--- src/rtl/mul_pkg.sv ---
// Shared types for the pipelined HI/LO multiply unit.
// Operation codes, depth limit and operand extension helper.
package mul_pkg;

    typedef enum logic [1:0] {
        MUL_MULT  = 2'd0,
        MUL_MULTU = 2'd1,
        MUL_MADD  = 2'd2,
        MUL_MADDU = 2'd3
    } mul_op_t;

    localparam int MUL_MAX_STAGES = 16;

    // Extension bit placed above an operand's MSB:
    // sign copy for signed ops, zero for unsigned ops.
    function automatic logic mul_ext_bit(
        input mul_op_t op,
        input logic    msb
    );
        return msb & ~op[0];
    endfunction

endpackage

--- src/rtl/mul_pipe_unit_if.sv ---
// Request/response handshake bundle of the multiply unit.
// master = issuing/consuming side, slave = the unit.
interface mul_pipe_unit_if
    import mul_pkg::*;
#(
    parameter int W     = 32,
    parameter int TAG_W = 4
);

    logic             in_valid;
    logic             in_ready;
    mul_op_t          in_op;
    logic [W-1:0]     in_a;
    logic [W-1:0]     in_b;
    logic [2*W-1:0]   in_acc;
    logic [TAG_W-1:0] in_tag;
    logic             out_valid;
    logic             out_ready;
    logic [2*W-1:0]   out_result;
    logic [TAG_W-1:0] out_tag;

    modport master (
        output in_valid, in_op, in_a, in_b,
        output in_acc, in_tag, out_ready,
        input  in_ready, out_valid,
        input  out_result, out_tag
    );

    modport slave (
        input  in_valid, in_op, in_a, in_b,
        input  in_acc, in_tag, out_ready,
        output in_ready, out_valid,
        output out_result, out_tag
    );

endinterface

--- src/rtl/mul_stage_reg.sv ---
// One pipeline stage register: valid, op, tag and data.
// Holds on !en; flush clears valid even while holding.
module mul_stage_reg
    import mul_pkg::*;
#(
    parameter int DW    = 64,
    parameter int TAG_W = 4
) (
    input  logic             clk,
    input  logic             rst_n,
    input  logic             en,
    input  logic             flush,
    input  logic             in_valid,
    input  mul_op_t          in_op,
    input  logic [TAG_W-1:0] in_tag,
    input  logic [DW-1:0]    in_data,
    output logic             out_valid,
    output mul_op_t          out_op,
    output logic [TAG_W-1:0] out_tag,
    output logic [DW-1:0]    out_data
);

    logic             valid_d, valid_q;
    mul_op_t          op_d, op_q;
    logic [TAG_W-1:0] tag_d, tag_q;
    logic [DW-1:0]    data_d, data_q;

    // Next state: load on enable, otherwise hold; flush wins.
    always_comb begin
        valid_d = valid_q;
        op_d    = op_q;
        tag_d   = tag_q;
        data_d  = data_q;
        if (en) begin
            valid_d = in_valid;
            op_d    = in_op;
            tag_d   = in_tag;
            data_d  = in_data;
        end
        if (flush) begin
            valid_d = 1'b0;
        end
    end

    // Stage state flops, cleared by async reset.
    always_ff @(posedge clk or negedge rst_n) begin
        if (!rst_n) begin
            valid_q <= 1'b0;
            op_q    <= MUL_MULT;
            tag_q   <= '0;
            data_q  <= '0;
        end else begin
            valid_q <= valid_d;
            op_q    <= op_d;
            tag_q   <= tag_d;
            data_q  <= data_d;
        end
    end

    assign out_valid = valid_q;
    assign out_op    = op_q;
    assign out_tag   = tag_q;
    assign out_data  = data_q;

endmodule

--- src/rtl/mul_pipe_unit.sv ---
// Fully pipelined signed/unsigned multiplier, STAGES deep.
// Define MUL_ACC_EN to build multiply-accumulate (ops 2/3).
module mul_pipe_unit
    import mul_pkg::*;
#(
    parameter int W      = 32,
    parameter int STAGES = 6,
    parameter int TAG_W  = 4
) (
    input  logic            clk,
    input  logic            resetn,
    input  logic            flush,
    mul_pipe_unit_if.slave  bus,
    output logic            busy
);

    localparam int PW = 2 * W;
`ifdef MUL_ACC_EN
    localparam int DW = 2 * PW;
`else
    localparam int DW = PW;
`endif

    logic                adv;
    logic                accept;
    mul_op_t             op0;
    logic signed [W:0]   ea;
    logic signed [W:0]   eb;
    logic signed [PW+1:0] full;
    logic [PW-1:0]       prod;
    logic [DW-1:0]       d0;

    logic [STAGES-1:0]   v;
    mul_op_t             op  [STAGES];
    logic [TAG_W-1:0]    tag [STAGES];
    logic [DW-1:0]       dat [STAGES-1];
    logic [PW-1:0]       res;
    logic                unused_bits;

    // Whole pipe moves unless a result is waiting on the consumer.
    assign adv          = !(bus.out_valid && !bus.out_ready);
    assign bus.in_ready = adv;
    assign accept       = bus.in_valid && adv && !flush;

    // Stage-1 product; accumulator rides along when enabled.
    always_comb begin
`ifdef MUL_ACC_EN
        op0 = bus.in_op;
`else
        op0 = mul_op_t'({1'b0, bus.in_op[0]});
`endif
        ea   = {mul_ext_bit(op0, bus.in_a[W-1]), bus.in_a};
        eb   = {mul_ext_bit(op0, bus.in_b[W-1]), bus.in_b};
        full = ea * eb;
        prod = full[PW-1:0];
`ifdef MUL_ACC_EN
        d0   = {bus.in_acc, prod};
`else
        d0   = prod;
`endif
    end

    for (genvar i = 0; i < STAGES; i++) begin : g_stage
        if (i < STAGES - 1) begin : g_mid
            logic             vin;
            mul_op_t          oin;
            logic [TAG_W-1:0] tin;
            logic [DW-1:0]    din;

            if (i == 0) begin : g_first
                assign vin = accept;
                assign oin = op0;
                assign tin = bus.in_tag;
                assign din = d0;
            end else begin : g_next
                assign vin = v[i-1];
                assign oin = op[i-1];
                assign tin = tag[i-1];
                assign din = dat[i-1];
            end

            mul_stage_reg #(
                .DW    (DW),
                .TAG_W (TAG_W)
            ) u_reg (
                .clk       (clk),
                .rst_n     (resetn),
                .en        (adv),
                .flush     (flush),
                .in_valid  (vin),
                .in_op     (oin),
                .in_tag    (tin),
                .in_data   (din),
                .out_valid (v[i]),
                .out_op    (op[i]),
                .out_tag   (tag[i]),
                .out_data  (dat[i])
            );
        end else begin : g_last
            logic [PW-1:0] sum;

`ifdef MUL_ACC_EN
            // Final-stage accumulate, wrapping modulo 2^(2W).
            always_comb begin
                sum = dat[i-1][PW-1:0];
                if (op[i-1][1]) begin
                    sum = sum + dat[i-1][DW-1:PW];
                end
            end
`else
            assign sum = dat[i-1];
`endif

            mul_stage_reg #(
                .DW    (PW),
                .TAG_W (TAG_W)
            ) u_reg (
                .clk       (clk),
                .rst_n     (resetn),
                .en        (adv),
                .flush     (flush),
                .in_valid  (v[i-1]),
                .in_op     (op[i-1]),
                .in_tag    (tag[i-1]),
                .in_data   (sum),
                .out_valid (v[i]),
                .out_op    (op[i]),
                .out_tag   (tag[i]),
                .out_data  (res)
            );
        end
    end

    assign bus.out_valid  = v[STAGES-1];
    assign bus.out_result = res;
    assign bus.out_tag    = tag[STAGES-1];
    assign busy           = |v;

    // Bits that exist only for width or for the other build.
`ifdef MUL_ACC_EN
    assign unused_bits = ^{full[PW+1:PW], op[STAGES-1]};
`else
    assign unused_bits = ^{full[PW+1:PW], op[STAGES-1],
                           bus.in_acc, bus.in_op[1]};
`endif

endmodule

--- src/flat_wrapper.sv ---
// flat-port wrapper written by rule: the top's interface ports become plain ports
module mul_pipe_unit_flat import mul_pkg::*;
#(
    parameter int W      = 32,
    parameter int STAGES = 6,
    parameter int TAG_W  = 4
)
  (clk, resetn, flush, busy, bus_in_valid, bus_in_op, bus_in_a, bus_in_b, bus_in_acc, bus_in_tag, bus_out_ready, bus_in_ready, bus_out_valid, bus_out_result, bus_out_tag);
  mul_pipe_unit_if #(.W(W), .TAG_W(TAG_W)) bus_i ();
  input  logic clk;
  input  logic resetn;
  input  logic flush;
  output logic busy;
  input wire logic [$bits(bus_i.in_valid)-1:0] bus_in_valid;
  input wire logic [$bits(bus_i.in_op)-1:0] bus_in_op;
  input wire logic [$bits(bus_i.in_a)-1:0] bus_in_a;
  input wire logic [$bits(bus_i.in_b)-1:0] bus_in_b;
  input wire logic [$bits(bus_i.in_acc)-1:0] bus_in_acc;
  input wire logic [$bits(bus_i.in_tag)-1:0] bus_in_tag;
  input wire logic [$bits(bus_i.out_ready)-1:0] bus_out_ready;
  output wire logic [$bits(bus_i.in_ready)-1:0] bus_in_ready;
  output wire logic [$bits(bus_i.out_valid)-1:0] bus_out_valid;
  output wire logic [$bits(bus_i.out_result)-1:0] bus_out_result;
  output wire logic [$bits(bus_i.out_tag)-1:0] bus_out_tag;
  assign bus_i.in_valid = bus_in_valid;
  assign bus_i.in_op = bus_in_op;
  assign bus_i.in_a = bus_in_a;
  assign bus_i.in_b = bus_in_b;
  assign bus_i.in_acc = bus_in_acc;
  assign bus_i.in_tag = bus_in_tag;
  assign bus_i.out_ready = bus_out_ready;
  assign bus_in_ready = bus_i.in_ready;
  assign bus_out_valid = bus_i.out_valid;
  assign bus_out_result = bus_i.out_result;
  assign bus_out_tag = bus_i.out_tag;
  mul_pipe_unit #(.W(W), .STAGES(STAGES), .TAG_W(TAG_W)) u_core (.clk(clk), .resetn(resetn), .flush(flush), .bus(bus_i), .busy(busy));
endmodule
--- config.mk ---
export PLATFORM = sky130hd
export DESIGN_NAME = mul_pipe_unit_flat
export DESIGN_NICKNAME = d
export VERILOG_FILES = /design/src/rtl/mul_pkg.sv /design/src/rtl/mul_pipe_unit_if.sv /design/src/rtl/mul_stage_reg.sv /design/src/rtl/mul_pipe_unit.sv /design/src/flat_wrapper.sv
export SDC_FILE = /design/constraint.sdc
export NUM_CORES = 2
export LEC_CHECK = 0
export BUFFER_PORTS_ARGS = -buffer_cell sky130_fd_sc_hd__clkbuf_2
export CORE_ASPECT_RATIO = 0.6
export CORE_MARGIN = 4
export CORE_UTILIZATION = 35
export CTS_CLUSTER_SIZE = 14
export DETAILED_ROUTE_END_ITERATION = 6
export MAX_ROUTING_LAYER = met4
export SYNTH_ARGS = -nofsm -noshare
export SYNTH_HDL_FRONTEND = slang
export SYNTH_SLANG_ARGS = --single-unit
--- constraint.sdc ---
create_clock -name clk -period 1.8 [get_ports clk]
set_clock_uncertainty 0.1 [all_clocks]
set_input_delay 0.09 -clock clk [delete_from_list [all_inputs] [get_ports clk]]
set_output_delay 0.09 -clock clk [all_outputs]
set_load 0.01 [all_outputs]
---- Yosys cells after proc, flatten, opt, wreduce, memory -nomap -nowiden ----
Cells that the tools add are included.
word-level totals
  logic and storage cells ................. 42
  output and inout bits ................... 71
  input bits .............................. 139
  register bits ........................... 414
cells by class
  equality and inequality tests ........... 1
  bitwise logic cells ..................... 3
  multiplexer cells ....................... 12
  multiply operators ...................... 1
  reduce and logical (&&, ||, !) cells .... 7
operators with widths
  cell                  count
  $mul A33 B33 Y64      1
  $mux W1               12
  $reduce_or A6 Y1      1
  $logic_and A1 B1 Y1   3
  $logic_not A1 Y1      3
  $and A1 B1 Y1         2
  $ne A2 B2 Y1 const B  1
  $not A1 Y1            1

---- Logic depth before layout (Yosys ltp) ----
  word-level depth ........................ 7
  depth in mapped cells ................... 30
  gate-level depth less buffers ........... 28

---- Modules after synthesis ----
A second synthesis with hierarchy kept.
second synthesis, totals
  cell total of the unflattened synthesis .. 5054
  area total of the unflattened synthesis .. 55739.7 µm²
modules (own cells, without submodules)
  module         instances  area an instance (µm²)  cells each  sequential area each (µm²)
  mul_pipe_unit  1          37805.0                 4148        0.0
  mul_stage_reg  6          2989.1                  151         1776.7

---- Least setup slack after synthesis ----
OpenSTA, ideal clock, no wires.
  kind .................................... input port to flip-flop
  start ................................... input port bus_in_a[31]
  end ..................................... register u_core.g_stage[0].g_mid.u_reg.data_q[61]
  arrival time ............................ 7.567 ns
  required time ........................... 1.596 ns
  path slack .............................. -5.971 ns
  setup time .............................. 0.104 ns
  path buffers ............................ 2
  stages .................................. 24
  path through ............................ nor2b_1 clkbuf_1 nand2_1 inv_1 fa_1 fa_1 fa_1 inv_1 fa_1 fa_1 fa_1 fa_1 fa_1 inv_1 ha_1 clkbuf_1 a21o_1 a21o_1 a21o_1 a21o_1 a21o_1 o21bai_2 a31o_2 a221oi_1
between the ends
  cells in the longest elaborated chain, start to end .. 2
RTL lines
  what                    line                 text
  start: declaration      flat_wrapper.sv:16   input wire logic [$bits(bus_i.in_a)-1:0] bus_in_a;
  $and A1 B1 Y1           mul_pkg.sv:20        return msb & ~op[0];
  $mul A33 B33 Y64 *      mul_pipe_unit.sv:54  full = ea * eb;
  end signal: assignment  mul_stage_reg.sv:56  data_q <= data_d;
  end: declaration        mul_stage_reg.sv:26  logic [DW-1:0] data_d, data_q;
Mark *: on every way between the ends. The rest lies on a longest branch, timed or not.
A chain may end at the register's enable or synchronous reset.

---- Worst setup path after layout ----
  start ................................... input port bus_in_a[31]
  end ..................................... register u_core.g_stage[0].g_mid.u_reg.data_q[54]
The elaborated chain is that of the path after synthesis.

==> results.yml <==
status:
  status: "finished, violations left"
  violations: "negative setup slack"
sta:
  fin_crit_ns: 6.90
  slew_headroom_pct: 40.8
  hold_viol: 0
  setup_viol: 62
  rsz0062_at_grt: "true"
  slew_violations: 0
  tightest_slew_ns: 0.888
  fin_ws_ns: -5.10
  timing.final.crit_share_pct: 383
  holdWs_ns: 0.0651
  fmax_mhz: 145
clock_tree:
  cts_made_buffers: 36
  clock_sinks: 414
  clock_path_buffers: 3
  cts_root_buf: "clkbuf_16"
  htreeDepth: 2
  clk_latency_ns: 0.55
  cts.reportedPaths.clkPinSlew_ns: 0.07
  tritoncts: "yes"
synthesis:
  synth.area.top_cells: "fa_1 (42%), dfrtp_1 (19%), nand2_1 (13%), inv_1 (7.8%), ha_1 (5.0%)"
  synth.most_common_cell: "nand2_1"
  synthesis.area_mm2: 0.0532
  synth_edf_count: 0
  ys_ff_latch: 414
  synthCells: 5854
  yosysTopAreaCell: "fa_1"
  seq_area_frac_synth_pct: 19.5
  synth_top_area_share_pct: 42.3
  synthArstFlopShare_pct: 100
  ys_top_cells_by_count: "nand2_1 (1801), fa_1 (1125), inv_1 (1101)"
  ys.flop_type: "dfrtp_1"
  postSynthAreaPerCell_um2: 9.09
  synth.distinct_cells: 68
  synth_fp_nets: 7330
  ys_warn_count: 0
setup_path:
  r2r_start: "u_core.g_stage[5].g_last.u_reg.out_valid"
  crit_fanout: 7
  arrival_ns: 7.24
  cp.required_ns: 2.13
  cp_slowest_stage_delay_ns: 0.65
  crit_path_end_kind: "flip-flop"
  r2r_cells: 7
  crit_slowest_cell: "fa_2"
  cp-start-kind: "input port"
  crit_type: "input port to flip-flop"
  cp_common_cell: "fa_1"
  cp-startpoint: "bus_in_a[31]"
floorplanning:
  ios: 210
  die_h_um: 310
  die-width_um: 511
  rows: 110
  start_util_pct: 35.4
  core_mm2: 0.150
  die-area_mm2: 0.159
layout:
  fin_area_mm2: 0.0653
  drive_gt1_share_pct: 19.6
  fin_nets: 7867
  finalNonFillerCells: 8420
  area_delta_synth_final_pct: 22.7
  final_util_pct: 43.4
global_route:
  overflow: 0
  grt_pass1_wl_um: 243000
  antenna_found_initial: 4
  grt_pass1_vias: 44200
  grt_max_degree: 83
  grtUsageTotal_pct: 19.8
min_path:
  hold_path_class: "input port to flip-flop"
  holdCritStartpoint: "bus_out_ready"
  hold_depth: 5
route:
  drtPass1Iterations: 5
  wl_per_cell_um: 17.2
  drtAntennaViolNets: 0
  viasPerCell: 4.68
  drtIter0Drc: 2590
  drc: 0
  wirelength_um: 145000
  num_vias: 39400
placement:
  dpl.hpwl_um: 122000
  dp_cells: 8267
  place.gp.congestion: 0.910
  dpl-instance-area_mm2: 0.0616
  port_buffers: 144
run:
  maxCapViolations: 0
## placed cells by master (no fill, tap or decap), drive strengths merged, types with 50 or more instances in the layout
| cell type | instances |
|---|---|
| dfrtp | 414 |
| clkbuf | 173 |
| nand2 | 1802 |
| and2 | 372 |
| buf | 666 |
| a21oi | 105 |
| o21ai | 57 |
| ha | 212 |
| fa | 1125 |
| nor2 | 99 |
| xnor2 | 50 |
| inv | 1102 |
## sequential cells by signal (all words and copies together), names as in the netlist
signal and cells:
u_core.g_stage.g_last.u_reg.out_valid 1, u_core.g_stage.g_mid.u_reg.out_valid 5, u_core.g_stage.g_last.u_reg.out_tag 4, u_core.g_stage.g_mid.u_reg.out_tag 20
u_core.g_stage.g_last.u_reg.out_data 64, u_core.g_stage.g_mid.u_reg.out_data 320
## area by class of cell
cell class / instances / area, um^2
fillers: 14500 / 85100
multi-input cells: 4033 / 39700
flip-flops and latches: 414 / 10400
repair buffers: 805 / 7600
inverters: 1101 / 4160
well taps: 2016 / 2520
clock buffers: 44 / 951
clock inverters: 4 / 38.8
diodes: 3 / 7.51
## stage by stage
| stage | setup TNS (ns) | setup slack, ns |
|---|---|---|
| 5_1_grt | -262.81 | -5.26 |
| 4_1_cts | -250.72 | -4.99 |
| 2_1_floorplan | -247.33 | -5.27 |
| 3_3_place_gp | -294.35 | -5.80 |
| 6_report | -253.06 | -5.10 |
| 3_5_place_dp | -295.05 | -5.84 |
## final timing paths
kind	to	slack (ns)
setup / recovery	u_core.g_stage[0].g_mid.u_reg.out_data[54]	-5.10
hold / removal	u_core.g_stage[0].g_mid.u_reg.out_data[13]	0.07
setup reg to reg	u_core.g_stage[5].g_last.u_reg.out_data[60]	0.09
hold reg to reg	u_core.g_stage[3].g_mid.u_reg.out_data[22]	0.36
max in group asynchronous	u_core.g_stage[5].g_last.u_reg.out_data[12]	0.57
min in group asynchronous	u_core.g_stage[5].g_last.u_reg.out_data[16]	0.13
## logic make-up after synthesis
kind of cell             synth area share [%]
multiplexers                           0.0400
buffers and inverters                    9.94
flip-flops                               19.5
adder cells (fa/ha/maj)                  47.3
AO/OA/AOI/OAI                            3.23
XOR/XNOR                                 1.23
AND/OR/NAND/NOR                          18.8
## what timing repair did
item                                   CTS  global route
setup endpoints to repair               62            65
cloned                                   3             0
endpoints found under the hold margin  424             0
pin swaps                              157           111
hold buffers                             9             0
buffers inserted                        60            42
gates resized for setup                297           162
## layer usage
metal  wire length (um)  share of wire, %  GRT usage, %  vias up
met5                  0                 0             -        -
met4               1680               1.2          2.25        0
met3              10500               7.2          4.24      115
met2              63300                44          29.4      947
met1              69300                48          28.6    20400
li1                   -                 -             -    18000
## worst max-delay path: cells and delay by family
| family | cells | cell delay, ns |
|---|---|---|
| AO/OA/AOI/OAI | 7 | 1.30 |
| buffers and inverters | 9 | 0.99 |
| adder cells (fa/ha/maj) | 9 | 4.41 |
| XOR/XNOR | 1 | 0.14 |
| AND/OR/NAND/NOR | 2 | 0.28 |
Power is not shown: default switching activity piles up to over one toggle a cycle in this logic, so the estimate is an artifact.
